File: src/rtl/vga_timing_pkg.sv
// rtl/vga_timing_pkg.sv - shared mode constants, total helper and delay-vector layout
package vga_timing_pkg;

    typedef struct packed {
        int unsigned visible;
        int unsigned front;
        int unsigned sync;
        int unsigned back;
    } vga_axis_t;

    localparam vga_axis_t VGA_640X480_H = '{visible: 640, front: 16, sync: 96, back: 48};
    localparam vga_axis_t VGA_640X480_V = '{visible: 480, front: 10, sync: 2, back: 33};
    localparam int        VGA_640X480_H_POL = 0;
    localparam int        VGA_640X480_V_POL = 0;

    localparam vga_axis_t VGA_800X600_H = '{visible: 800, front: 40, sync: 128, back: 88};
    localparam vga_axis_t VGA_800X600_V = '{visible: 600, front: 1, sync: 4, back: 23};
    localparam int        VGA_800X600_H_POL = 1;
    localparam int        VGA_800X600_V_POL = 1;

    // Bit positions inside the vector carried by the latency-matching delay line
    localparam int DLY_ACTIVE = 0;
    localparam int DLY_VBLANK = 1;
    localparam int DLY_HBLANK = 2;
    localparam int DLY_VSYNC  = 3;
    localparam int DLY_HSYNC  = 4;
    localparam int DLY_W      = 5;

    function automatic int calc_total(input int visible, input int front,
                                      input int sync, input int back);
        return visible + front + sync + back;
    endfunction

endpackage

File: src/rtl/vga_timing_gen_if.sv
// rtl/vga_timing_gen_if.sv - renderer/pin-side signal bundle of the timing generator
interface vga_timing_gen_if #(
    parameter int p_CW = 10
);
    logic            i_Ce;
    logic            i_Video;
    logic [p_CW-1:0] o_X;
    logic [p_CW-1:0] o_Y;
    logic            o_Active;
    logic            o_HReset;
    logic            o_VReset;
    logic            o_HSync;
    logic            o_VSync;
    logic            o_HBlank;
    logic            o_VBlank;
    logic            o_Video;

    modport master (
        input  i_Ce, i_Video,
        output o_X, o_Y, o_Active, o_HReset, o_VReset,
        output o_HSync, o_VSync, o_HBlank, o_VBlank, o_Video
    );

    modport slave (
        output i_Ce, i_Video,
        input  o_X, o_Y, o_Active, o_HReset, o_VReset,
        input  o_HSync, o_VSync, o_HBlank, o_VBlank, o_Video
    );
endinterface

File: src/rtl/vga_delay_line.sv
// rtl/vga_delay_line.sv - Ce-gated shift register with reset load value
module vga_delay_line #(
    parameter int                 p_WIDTH = 1,
    parameter int                 p_DEPTH = 1,
    parameter logic [p_WIDTH-1:0] p_INIT  = '0
) (
    input  logic               i_Clk,
    input  logic               i_Rst_n,
    input  logic               i_Ce,
    input  logic [p_WIDTH-1:0] i_Data,
    output logic [p_WIDTH-1:0] o_Data
);

    generate
        if (p_DEPTH == 0) begin : g_pass
            logic unused_ctrl;
            assign unused_ctrl = &{1'b0, i_Clk, i_Rst_n, i_Ce};
            assign o_Data      = i_Data;
        end else begin : g_shift
            logic [p_WIDTH-1:0] stage [p_DEPTH];

            always_ff @(posedge i_Clk or negedge i_Rst_n) begin
                if (!i_Rst_n) begin
                    for (int i = 0; i < p_DEPTH; i++) stage[i] <= p_INIT;
                end else if (i_Ce) begin
                    stage[0] <= i_Data;
                    for (int i = 1; i < p_DEPTH; i++) stage[i] <= stage[i-1];
                end
            end

            assign o_Data = stage[p_DEPTH-1];
        end
    endgenerate

endmodule

File: src/rtl/vga_timing_gen.sv
// rtl/vga_timing_gen.sv - parametrised VGA raster counters, sync decode and latency matching
module vga_timing_gen
    import vga_timing_pkg::*;
#(
    parameter int p_H_VISIBLE = 640,
    parameter int p_H_FRONT   = 16,
    parameter int p_H_SYNC    = 96,
    parameter int p_H_BACK    = 48,
    parameter int p_V_VISIBLE = 480,
    parameter int p_V_FRONT   = 10,
    parameter int p_V_SYNC    = 2,
    parameter int p_V_BACK    = 33,
    parameter int p_H_POL     = 0,
    parameter int p_V_POL     = 0,
    parameter int p_CW        = 10,
    parameter int p_LATENCY   = 2
) (
    input  logic              i_Clk,
    input  logic              i_Rst_n,
    vga_timing_gen_if.master  bus
);

    localparam int H_TOTAL = calc_total(p_H_VISIBLE, p_H_FRONT, p_H_SYNC, p_H_BACK);
    localparam int V_TOTAL = calc_total(p_V_VISIBLE, p_V_FRONT, p_V_SYNC, p_V_BACK);

    generate
        if (p_H_SYNC < 1 || p_V_SYNC < 1 || p_H_VISIBLE < 1 || p_V_VISIBLE < 1 ||
            p_LATENCY < 0 || p_LATENCY > 7 || p_CW < 1 ||
            H_TOTAL > (1 << p_CW) || V_TOTAL > (1 << p_CW)) begin : g_bad_params
            $error("vga_timing_gen: unsupported parameter combination");
        end
    endgenerate

    // Sync windows use inclusive last positions so a total of exactly 2**p_CW cannot wrap
    localparam logic [p_CW-1:0] H_LAST   = p_CW'(H_TOTAL - 1);
    localparam logic [p_CW-1:0] V_LAST   = p_CW'(V_TOTAL - 1);
    localparam logic [p_CW-1:0] H_VIS    = p_CW'(p_H_VISIBLE);
    localparam logic [p_CW-1:0] V_VIS    = p_CW'(p_V_VISIBLE);
    localparam logic [p_CW-1:0] HS_FIRST = p_CW'(p_H_VISIBLE + p_H_FRONT);
    localparam logic [p_CW-1:0] HS_LAST  = p_CW'(p_H_VISIBLE + p_H_FRONT + p_H_SYNC - 1);
    localparam logic [p_CW-1:0] VS_FIRST = p_CW'(p_V_VISIBLE + p_V_FRONT);
    localparam logic [p_CW-1:0] VS_LAST  = p_CW'(p_V_VISIBLE + p_V_FRONT + p_V_SYNC - 1);
    localparam logic            H_ON     = 1'(p_H_POL);
    localparam logic            V_ON     = 1'(p_V_POL);
    localparam logic [DLY_W-1:0] DLY_IDLE = {~H_ON, ~V_ON, 1'b1, 1'b1, 1'b0};

    logic [p_CW-1:0]  x_q;
    logic [p_CW-1:0]  y_q;
    logic             line_end;
    logic             hs_on;
    logic             vs_on;
    logic             active;
    logic [DLY_W-1:0] raw_vec;
    logic [DLY_W-1:0] dly_vec;

    assign line_end = (x_q == H_LAST);

    always_ff @(posedge i_Clk or negedge i_Rst_n) begin
        if (!i_Rst_n) begin
            x_q <= '0;
            y_q <= '0;
        end else if (bus.i_Ce) begin
            if (line_end) begin
                x_q <= '0;
                y_q <= (y_q == V_LAST) ? '0 : y_q + 1'b1;
            end else begin
                x_q <= x_q + 1'b1;
            end
        end
    end

    assign hs_on  = (x_q >= HS_FIRST) && (x_q <= HS_LAST);
    assign vs_on  = (y_q >= VS_FIRST) && (y_q <= VS_LAST);
    assign active = (x_q < H_VIS) && (y_q < V_VIS);

    always_comb begin
        raw_vec             = '0;
        raw_vec[DLY_HSYNC]  = hs_on ? H_ON : ~H_ON;
        raw_vec[DLY_VSYNC]  = vs_on ? V_ON : ~V_ON;
        raw_vec[DLY_HBLANK] = (x_q >= H_VIS);
        raw_vec[DLY_VBLANK] = (y_q >= V_VIS);
        raw_vec[DLY_ACTIVE] = active;
    end

    vga_delay_line #(
        .p_WIDTH (DLY_W),
        .p_DEPTH (p_LATENCY),
        .p_INIT  (DLY_IDLE)
    ) u_delay (
        .i_Clk   (i_Clk),
        .i_Rst_n (i_Rst_n),
        .i_Ce    (bus.i_Ce),
        .i_Data  (raw_vec),
        .o_Data  (dly_vec)
    );

    assign bus.o_X      = x_q;
    assign bus.o_Y      = y_q;
    assign bus.o_Active = active;
    assign bus.o_HReset = line_end;
    assign bus.o_VReset = line_end && (y_q == V_LAST);
    assign bus.o_HSync  = dly_vec[DLY_HSYNC];
    assign bus.o_VSync  = dly_vec[DLY_VSYNC];
    assign bus.o_HBlank = dly_vec[DLY_HBLANK];
    assign bus.o_VBlank = dly_vec[DLY_VBLANK];
    assign bus.o_Video  = dly_vec[DLY_ACTIVE] & bus.i_Video;

endmodule

File: src/flat_wrapper.sv
// flat-port wrapper written by rule: the top's interface ports become plain ports
module vga_timing_gen_flat import vga_timing_pkg::*;
#(
    parameter int p_H_VISIBLE = 640,
    parameter int p_H_FRONT   = 16,
    parameter int p_H_SYNC    = 96,
    parameter int p_H_BACK    = 48,
    parameter int p_V_VISIBLE = 480,
    parameter int p_V_FRONT   = 10,
    parameter int p_V_SYNC    = 2,
    parameter int p_V_BACK    = 33,
    parameter int p_H_POL     = 0,
    parameter int p_V_POL     = 0,
    parameter int p_CW        = 10,
    parameter int p_LATENCY   = 2
)
  (i_Clk, i_Rst_n, bus_i_Ce, bus_i_Video, bus_o_X, bus_o_Y, bus_o_Active, bus_o_HReset, bus_o_VReset, bus_o_HSync, bus_o_VSync, bus_o_HBlank, bus_o_VBlank, bus_o_Video);
  vga_timing_gen_if #(.p_CW(p_CW)) bus_i ();
  input  logic i_Clk;
  input  logic i_Rst_n;
  input wire logic [$bits(bus_i.i_Ce)-1:0] bus_i_Ce;
  input wire logic [$bits(bus_i.i_Video)-1:0] bus_i_Video;
  output wire logic [$bits(bus_i.o_X)-1:0] bus_o_X;
  output wire logic [$bits(bus_i.o_Y)-1:0] bus_o_Y;
  output wire logic [$bits(bus_i.o_Active)-1:0] bus_o_Active;
  output wire logic [$bits(bus_i.o_HReset)-1:0] bus_o_HReset;
  output wire logic [$bits(bus_i.o_VReset)-1:0] bus_o_VReset;
  output wire logic [$bits(bus_i.o_HSync)-1:0] bus_o_HSync;
  output wire logic [$bits(bus_i.o_VSync)-1:0] bus_o_VSync;
  output wire logic [$bits(bus_i.o_HBlank)-1:0] bus_o_HBlank;
  output wire logic [$bits(bus_i.o_VBlank)-1:0] bus_o_VBlank;
  output wire logic [$bits(bus_i.o_Video)-1:0] bus_o_Video;
  assign bus_i.i_Ce = bus_i_Ce;
  assign bus_i.i_Video = bus_i_Video;
  assign bus_o_X = bus_i.o_X;
  assign bus_o_Y = bus_i.o_Y;
  assign bus_o_Active = bus_i.o_Active;
  assign bus_o_HReset = bus_i.o_HReset;
  assign bus_o_VReset = bus_i.o_VReset;
  assign bus_o_HSync = bus_i.o_HSync;
  assign bus_o_VSync = bus_i.o_VSync;
  assign bus_o_HBlank = bus_i.o_HBlank;
  assign bus_o_VBlank = bus_i.o_VBlank;
  assign bus_o_Video = bus_i.o_Video;
  vga_timing_gen #(.p_H_VISIBLE(p_H_VISIBLE), .p_H_FRONT(p_H_FRONT), .p_H_SYNC(p_H_SYNC), .p_H_BACK(p_H_BACK), .p_V_VISIBLE(p_V_VISIBLE), .p_V_FRONT(p_V_FRONT), .p_V_SYNC(p_V_SYNC), .p_V_BACK(p_V_BACK), .p_H_POL(p_H_POL), .p_V_POL(p_V_POL), .p_CW(p_CW), .p_LATENCY(p_LATENCY)) u_core (.i_Clk(i_Clk), .i_Rst_n(i_Rst_n), .bus(bus_i));
endmodule
File: config.mk
export PLATFORM = sky130hd
export DESIGN_NAME = vga_timing_gen_flat
export DESIGN_NICKNAME = d
export VERILOG_FILES = /design/src/rtl/vga_timing_pkg.sv /design/src/rtl/vga_timing_gen_if.sv /design/src/rtl/vga_delay_line.sv /design/src/rtl/vga_timing_gen.sv /design/src/flat_wrapper.sv
export SDC_FILE = /design/constraint.sdc
export NUM_CORES = 1
export LEC_CHECK = 0
export CAP_MARGIN = 20
export CORE_MARGIN = 2
export CORE_UTILIZATION = 40
export CTS_BUF_LIST = sky130_fd_sc_hd__clkbuf_4
export DETAILED_ROUTE_END_ITERATION = 10
export PLACE_DENSITY_LB_ADDON = 0.3
export SYNTH_ARGS = -nofsm -noshare
export SYNTH_HDL_FRONTEND = slang
export SYNTH_SLANG_ARGS = --single-unit
File: constraint.sdc
create_clock -name i_Clk -period 2.05 [get_ports i_Clk]
set_input_delay 0.41 -clock i_Clk [delete_from_list [all_inputs] [get_ports i_Clk]]
set_output_delay 0.41 -clock i_Clk [all_outputs]
set_load 0.005 [all_outputs]
; ---- Word level (Yosys, flattened, before mapping)
; Index checks and enable logic that the tools add are counted.
[op_classes]
reduce_logical = 5
shifts = 0
n_div = 0
muxes = 4
n_eq_ne = 2
bitwise = 1
multipliers = 0
addsub = 2
order_cmp = 8
[op_table]
columns = op, count
row1 = "adder 10 x 1 -> 10 bit, second input constant", 2
row2 = "== test 10 bit, second input constant", 2
row3 = "greater-or-equal comparator 10 bit, second input constant", 2
row4 = "greater-or-equal comparator 10 x 9 -> 1 bit, second input constant", 2
row5 = 2-to-1 mux 10 bit, 2
row6 = "less-or-equal comparator 10 bit, second input constant", 1
row7 = "less-or-equal comparator 10 x 9 -> 1 bit, second input constant", 1
row8 = "less-than comparator 10 bit, second input constant", 1
row9 = "less-than comparator 10 x 9 -> 1 bit, second input constant", 1
row10 = logical AND 1 bit, 4
row11 = 2-to-1 mux 1 bit, 2
row12 = AND reduction 2 bit, 1
row13 = bitwise AND 1 bit, 1
[totals]
in_bits = 4
rom_bits = 0
memories = 0
word_cells = 26
regBits = 30
latchBits = 0
ramBits = 0

; ---- Longest topological paths before layout
; Gate-level depths: netlist of the first run.
[depth]
word_depth = 3
depth_mapped = 6
depth_no_buf = 6

; ---- Modules after synthesis
; A second synthesis of the first run with hierarchy kept.
[unflattened]
hier_cells = 142
area_unflattened_um2 = 1611.5
[modules_own_cells]
columns = mod, cells_per_inst, n_inst, area_per_inst_um2
row1 = vga_timing_gen, 116, 1, 1152.4
row2 = vga_delay_line, 26, 1, 459.2

; ---- Worst setup path after synthesis of the first run
; OpenSTA, ideal clock, no wires.
[synth_path]
path_type = reg2reg
startpoint = register u_core.x_q[0] (netlist: u_core.bus.o_X[0])
endpoint = register u_core.y_q[3] (netlist: u_core.bus.o_Y[3])
path_stages_with_launch = 7
t_required_ps = 1981
setup_slack_ps = 283
arrival_time_ps = 1698
period_less_slack_ps = 1767
cell_sequence = dfrtp_1 > ha_1 > nand4_2 > or4_4 > buf_6 > or3_1 > nand3_1
[synth_via]
elab_chain_cells = 2
[synth_rtl]
columns = element, line
row1 = start: declaration, vga_timing_gen.sv:47  ; logic [p_CW-1:0] x_q;
row2 = start signal: assignment, vga_timing_gen.sv:67  ; x_q <= x_q + 1'b1;
row3 = == test 10 bit, vga_timing_gen.sv:56  ; assign line_end = (x_q == H_LAST);
row4 = AND reduction 2 bit (no source line), --
row5 = end signal: assignment, vga_timing_gen.sv:65  ; y_q <= (y_q == V_LAST) ? '0 : y_q + 1'b1;
row6 = end: declaration, vga_timing_gen.sv:48  ; logic [p_CW-1:0] y_q;
; Every way passes these cells.
; A chain may end at the register's enable or synchronous reset.

; ---- Worst setup path after layout of the first run
[layout_path]
startpoint = register u_core.x_q[1] (netlist: u_core.bus.o_X[1])
endpoint = output bus_o_VReset
[layout_via]
elab_chain_cells = 2
[layout_rtl]
columns = element, line
row1 = == test 10 bit, vga_timing_gen.sv:56
row2 = logical AND 1 bit, vga_timing_gen.sv:101  ; assign bus.o_VReset = line_end && (y_q == V_LAST);
row3 = end: declaration, flat_wrapper.sv:27  ; output wire logic [$bits(bus_i.o_VReset)-1:0] bus_o_VReset;
; Every way passes these cells.

==> flow_summary.json, run 1 <==
{
  "grt_pass1_wl_um": 6040,
  "netlist_top_cells_area": "dfrtp_1 (37%), dfstp_2 (14%), mux2_2 (5.2%), nand3_1 (4.3%), xor2_1 (3.5%)",
  "final_common_cell": "clkdlybuf4s50_1",
  "clock_path_buffers": 2,
  "n_antenna_cell": 0,
  "htree_levels": 2,
  "critPathCaptureType": "primary output",
  "yosys_warnings": 0,
  "syn_nets": 149,
  "power_density_mw_per_mm2": 671,
  "grt_use_total_pct": 18.7,
  "layout-drive-gt1-share_pct": 31.3,
  "worst_r2r_endpoint": "u_core.bus.o_Y[3]$_DFFE_PN0P_",
  "min_period_ns": 2.11,
  "ios": 32,
  "critical_path.reg2reg.startpoint": "u_core.bus.o_X[1]$_DFFE_PN0P_",
  "ys_seq_elements": 30,
  "synthXorXnorAreaFrac_pct": 5.81,
  "vias_per_cell": 5.21,
  "dieHeight_um": 65.4,
  "layout.nets": 208,
  "routed_wire_length_per_instance_um": 14.1,
  "worstSkewPairLatency_ns": 0.33,
  "drt-initial-drc-count": 68,
  "synth_top_cell_by_area": "dfrtp_1",
  "start_kind": "register",
  "finalInstanceArea_mm2": 0.00213,
  "hold_viol": 0,
  "synth_top_cell_area_share_pct": 36.5,
  "layout_common_cells": "clkdlybuf4s50_1 (28), buf_4 (27), dfrtp_1 (22)",
  "path_max_fanout": 3,
  "maxSlewHeadroom_pct": 71.6,
  "synth_compound_area_share_pct": 6.48,
  "slew_viol_final": 0,
  "wl_um": 3520,
  "vias": 1297,
  "first_global_vias": 1322,
  "hold_path.class": "in -> async",
  "cp.required_ns": 1.64,
  "synthAdderAreaFrac_pct": 3.32,
  "r2r_slack_ns": 0.25,
  "maxCapViolCount": 0,
  "cts_sinks": 30,
  "fin_hold_ws_ns": 0.470,
  "violations": "negative setup slack",
  "clk_pin_slew_ns": 0.10,
  "rsz0062_at_grt": "yes",
  "area_delta_synth_final_pct": 41.4,
  "pre_cts_slack_ns": -0.102,
  "avgSynthCellArea_um2": 10.7,
  "skew_ns": 0.00804,
  "chipWidth_um": 65.4,
  "fmax_ghz": 0.474,
  "ant_nets": 0,
  "cts_tree": "yes",
  "total_power_mw": 1.43,
  "root_buffer": "clkbuf_4",
  "grt-ovfl-total": 0,
  "routabilityCongestion": 0.886,
  "worstPathArrival_ns": 1.70,
  "die_area_mm2": 0.00427,
  "dp_cells": 239,
  "dp_hpwl_um": 2600,
  "reg2reg_depth": 6,
  "synthDistinctLibCells": 38,
  "cts_buffers": 5,
  "multiInputGateArea_um2": 728,
  "worst_pin_slew_ns": 0.423,
  "setup_ws_ns": -0.0600,
  "status": "finished, violations left",
  "ir_drop_mv": 0.351,
  "grt_max_degree": 31,
  "final-seq-area_um2": 761,
  "critical_path_class": "reg -> out",
  "dpl_cell_area_mm2": 0.00203,
  "drc_errors": 0,
  "initial_utilization_pct": 41.5,
  "synthSimpleGateAreaFrac_pct": 24.8,
  "synthesis.area_mm2": 0.00151,
  "coreArea_mm2": 0.00363,
  "syn_inst": 141,
  "drt_first_pass_iters": 4,
  "finalCritPeriodShare_pct": 103,
  "fillers": 336,
  "synth_top_family_by_area": "simple AND/OR/NAND/NOR gates",
  "yosysSeqAreaShare_pct": 50.5,
  "setup_viol_count_final": 1,
  "synth_mux_area_share_pct": 5.90,
  "io_buffers": 31,
  "hold_buffers": 0,
  "antenna_found_initial": 0,
  "rows": 22,
  "instances_no_fill": 249,
  "leakage_nw": 0.990
}
## worst max-delay path by stage
stage | start | to | slack, ns | depth (start not counted)
floorplan | u_core.bus.o_X[0]$_DFFE_PN0P_ | u_core.bus.o_Y[3]$_DFFE_PN0P_ | 0.28 | 6
global placement | u_core.bus.o_X[7]$_DFFE_PN0P_ | bus_o_VReset | -0.05 | 4
detailed placement | u_core.bus.o_X[7]$_DFFE_PN0P_ | bus_o_VReset | -0.10 | 4
CTS | u_core.bus.o_X[0]$_DFFE_PN0P_ | bus_o_VReset | -0.08 | 5
global route | u_core.bus.o_X[1]$_DFFE_PN0P_ | bus_o_VReset | -0.14 | 5
finish | u_core.bus.o_X[1]$_DFFE_PN0P_ | bus_o_VReset | -0.06 | 5
## routing by layer
layer / up-vias / part of all wire, % / GRT usage, %
met3: 4 / 4.6 / 5.14
met1: 631 / 44 / 23.6
met5: - / 0 / 0
met4: 0 / 1.4 / 7.29
met2: 44 / 50 / 30.5
li1: 618 / - / -
## layout make-up
class	count	share of cell area, %
clock buffers	6	2.12
clock inverters	2	0.411
inverters	5	0.881
multi-input cells	100	34.2
flip-flops and latches	30	35.7
well taps	48	2.82
repair buffers	58	23.9
## worst max-delay path, cell delays in order (launching register included)
cell and delay [ns]:
dfrtp_1 0.37, ha_2 0.19, nand3_2 0.07, or4_4 0.51, nor2_1 0.11, buf_2 0.12
## cells in the mapped netlist
cell type   n
mux2i_1     1
nor4bb_1    1
and3_1      3
nor4_4      1
a21oi_1     3
clkbuf_1    5
nor4b_1     1
a41oi_1     2
nor2_1      9
nor3b_1     1
buf_6       1
nor3_1      6
and2_1      3
nand2_1    10
o21a_1      1
dfrtp_1    22
or4_4       1
nor4_2      1
or4_1       1
nand3b_1    1
a31oi_1     2
nand3_1    13
mux2_2      7
xor2_1      6
o21bai_1    1
or3_1       1
xnor2_1     4
a21o_1      1
inv_1       5
o21ai_0     6
nand2b_1    1
and4_1      2
dfstp_2     8
ha_1        4
nand4b_2    1
nand4_1     3
nor4_1      1
nand4_2     1
## flip-flops by register name, indices dropped and copies added (netlist names)
name and cells:
u_core.bus.o_Y 10, u_core.u_delay.g_shift.stage 5, u_core.bus.o_X 10, u_core.u_delay.o_Data 5
## metrics by stage
step	setup TNS, ns	util, %
5_1_grt	-0.206	58.6
6_report	-0.0600	58.6
2_1_floorplan	0	-
4_1_cts	-0.121	58.2
3_3_place_gp	-0.0815	56.0
3_5_place_dp	-0.189	56.0
## power by group
group	internal [mW]	switching (mW)	total, mW
Clock	0.142	0.199	0.341
Combinational	0.223	0.181	0.403
Sequential	0.646	0.0373	0.684
Total	1.01	0.418	1.43
## logic make-up after synthesis
| family | Yosys count |
|---|---|
| fa+ha+maj | 4 |
| compound gates | 16 |
| xor+xnor | 10 |
| mux | 8 |
| simple gates | 62 |
| flops | 30 |
| buf+inv | 11 |
## repair_timing
action / CTS / global route
buffers inserted: 0 / 2
pin swaps: 1 / 4
resized for setup: 11 / 7
setup endpoints to repair: 3 / 2
No activity file was read; power rests on OpenSTA's default activity.
==> run 2, diff against run 1 <==
--- a/config.mk
+++ b/config.mk
@@ -6,7 +6,6 @@
 export NUM_CORES = 1
 export LEC_CHECK = 0
 export CAP_MARGIN = 20
-export CORE_MARGIN = 2
 export CORE_UTILIZATION = 40
 export CTS_BUF_LIST = sky130_fd_sc_hd__clkbuf_4
 export DETAILED_ROUTE_END_ITERATION = 10
==> run 2 against run 1 <==
Effect of this change:
- the flow still finishes with violations (negative setup slack)
- global-route usage grew 3.6 points
- sequential cell count unchanged
- worst setup slack worse by 0.077 ns
- clock skew decreased by 0.0018 ns
- die area fell by 6.0%
- fmax shrank 3.5%
- sequential share of layout area down 1.6 points
- register-to-register slack worse by 0.19 ns
- sequential power grew 1%
- non-clock buffer count is 8 higher
- critical path type unchanged
- largest power group unchanged
==> flow_summary.json, run 2 (synthesis gave the netlist of run 1 again) <==
{
  "status": "finished, violations left",
  "violations": "negative setup slack",
  "worst_pin_slew_ns": 0.389,
  "min_period_ns": 2.19,
  "routed_wire_length_per_instance_um": 16.0,
  "dp_cells": 240,
  "layout.nets": 216,
  "layout_common_cells": "buf_4 (34), clkdlybuf4s50_1 (28), dfrtp_1 (22)",
  "grt_max_degree": 31,
  "fmax_ghz": 0.457,
  "drt_first_pass_iters": 5,
  "antenna_found_initial": 0,
  "initial_utilization_pct": 43.4,
  "area_delta_synth_final_pct": 48.0,
  "die_area_mm2": 0.00402,
  "first_global_vias": 1415,
  "n_antenna_cell": 0,
  "cpMaxStageDelayCell": "or4_4",
  "finalCritPeriodShare_pct": 107,
  "hold_viol": 0,
  "critPathCaptureType": "primary output",
  "coreArea_mm2": 0.00347,
  "worstSkewPairLatency_ns": 0.34,
  "start_kind": "register",
  "skew_ns": 0.00624,
  "total_power_mw": 1.58,
  "grt-ovfl-total": 0,
  "root_buffer": "clkbuf_4",
  "setup_ws_ns": -0.137,
  "final_common_cell": "buf_4",
  "post-route-util_pct": 64.3,
  "dieHeight_um": 63.4,
  "finalInstanceArea_mm2": 0.00223,
  "clock_path_buffers": 2,
  "vias": 1359,
  "routabilityCongestion": 0.879,
  "dpl_cell_area_mm2": 0.00205,
  "hold_buffers": 0,
  "rsz0062_at_grt": "yes",
  "leakage_nw": 1.04,
  "wl_um": 4070,
  "io_buffers": 31,
  "htree_levels": 2,
  "grt_use_total_pct": 22.3,
  "ios": 32,
  "vias_per_cell": 5.35,
  "drt-initial-drc-count": 56,
  "critical_path_class": "reg -> out",
  "ant_nets": 0,
  "layout-drive-gt1-share_pct": 34.6,
  "slew_viol_final": 0,
  "path_max_fanout": 2,
  "crit_path_max_incr_delay_ns": 0.45,
  "cts_sinks": 30,
  "rows": 21,
  "chipWidth_um": 63.4,
  "cts_tree": "yes",
  "maxCapViolCount": 0,
  "path_cells": "ha_4 > nand3_2 > or4_4 > buf_6 > nor2_4 > buf_2",
  "cts_buffers": 5,
  "drc_errors": 0,
  "dp_hpwl_um": 2770,
  "hold_path.class": "in -> async",
  "grt_pass1_wl_um": 6670,
  "setup_viol_count_final": 2,
  "worstPathArrival_ns": 1.78,
  "instances_no_fill": 254,
  "maxSlewHeadroom_pct": 74.1,
  "ir_drop_mv": 0.370,
  "power_density_mw_per_mm2": 708,
  "cp.required_ns": 1.64,
  "clk_pin_slew_ns": 0.10
}
[run 2: worst max-delay path: cells and delay by family (launching register included)]
| family | cells | cell delay [ns] |
|---|---|---|
| buffers and inverters | 2 | 0.26 |
| DFF | 1 | 0.40 |
| and+or+nand+nor | 3 | 0.61 |
| adders and majority gates | 1 | 0.16 |
[run 2: cell type report]
type                       instances  area (um^2)
timing repair buffer              66          562
clock inverter                     2         33.8
tap                               46         57.6
sequential                        30          761
inverter                           5         18.8
fill                             282         1240
clock buffer                       5         37.5
multi-input combinational        100          759
[run 2: power breakdown]
| group | total, mW | switching [mW] | internal [mW] |
|---|---|---|---|
| Clock | 0.456 | 0.209 | 0.246 |
| Sequential | 0.693 | 0.0463 | 0.646 |
| Combinational | 0.431 | 0.201 | 0.230 |
[run 2: what timing repair did]
action,CTS,global route
gates resized for setup,17,7
buffers inserted,4,3
pin swaps,3,3
setup endpoints to repair,3,4
[run 2: metrics by stage]
| step | hold WS [ns] | setup WS (ns) | setup TNS (ns) |
|---|---|---|---|
| finish | 0.450 | -0.137 | -0.224 |
| global route | 0.464 | -0.182 | -0.340 |
| CTS | 0.458 | -0.176 | -0.300 |
| detailed placement | 0.483 | -0.195 | -0.609 |
| global placement | 0.480 | -0.160 | -0.407 |
| floorplan | 0.114 | 0.283 | 0 |
[run 2: path summary, 6_finish.rpt]
check / to / slack [ns] / cells after the start / from
min in group i_Clk: u_core.u_delay.g_shift.stage[6]$_DFFE_PN1P_ / 0.49 / 2 / u_core.u_delay.g_shift.stage[6]$_DFFE_PN1P_
setup reg to reg: u_core.bus.o_Y[3]$_DFFE_PN0P_ / 0.06 / 8 / u_core.bus.o_X[0]$_DFFE_PN0P_
hold / removal: u_core.bus.o_X[5]$_DFFE_PN0P_ / 0.45 / 2 / i_Rst_n
hold reg to reg: u_core.u_delay.g_shift.stage[6]$_DFFE_PN1P_ / 0.49 / 2 / u_core.u_delay.g_shift.stage[6]$_DFFE_PN1P_
setup / recovery: bus_o_VReset / -0.14 / 6 / u_core.bus.o_X[0]$_DFFE_PN0P_
max in group asynchronous: u_core.u_delay.o_Data[1]$_DFFE_PN1P_ / 1.28 / 2 / i_Rst_n
[run 2: per-layer routing]
metal / global-route usage [%] / wire, um / vias to the layer above
met5: 0 / 0 / -
met4: 13.1 / 141 / 0
met3: 6.70 / 192 / 11
met2: 37.9 / 2120 / 49
met1: 24.4 / 1610 / 660
li1: - / - / 639
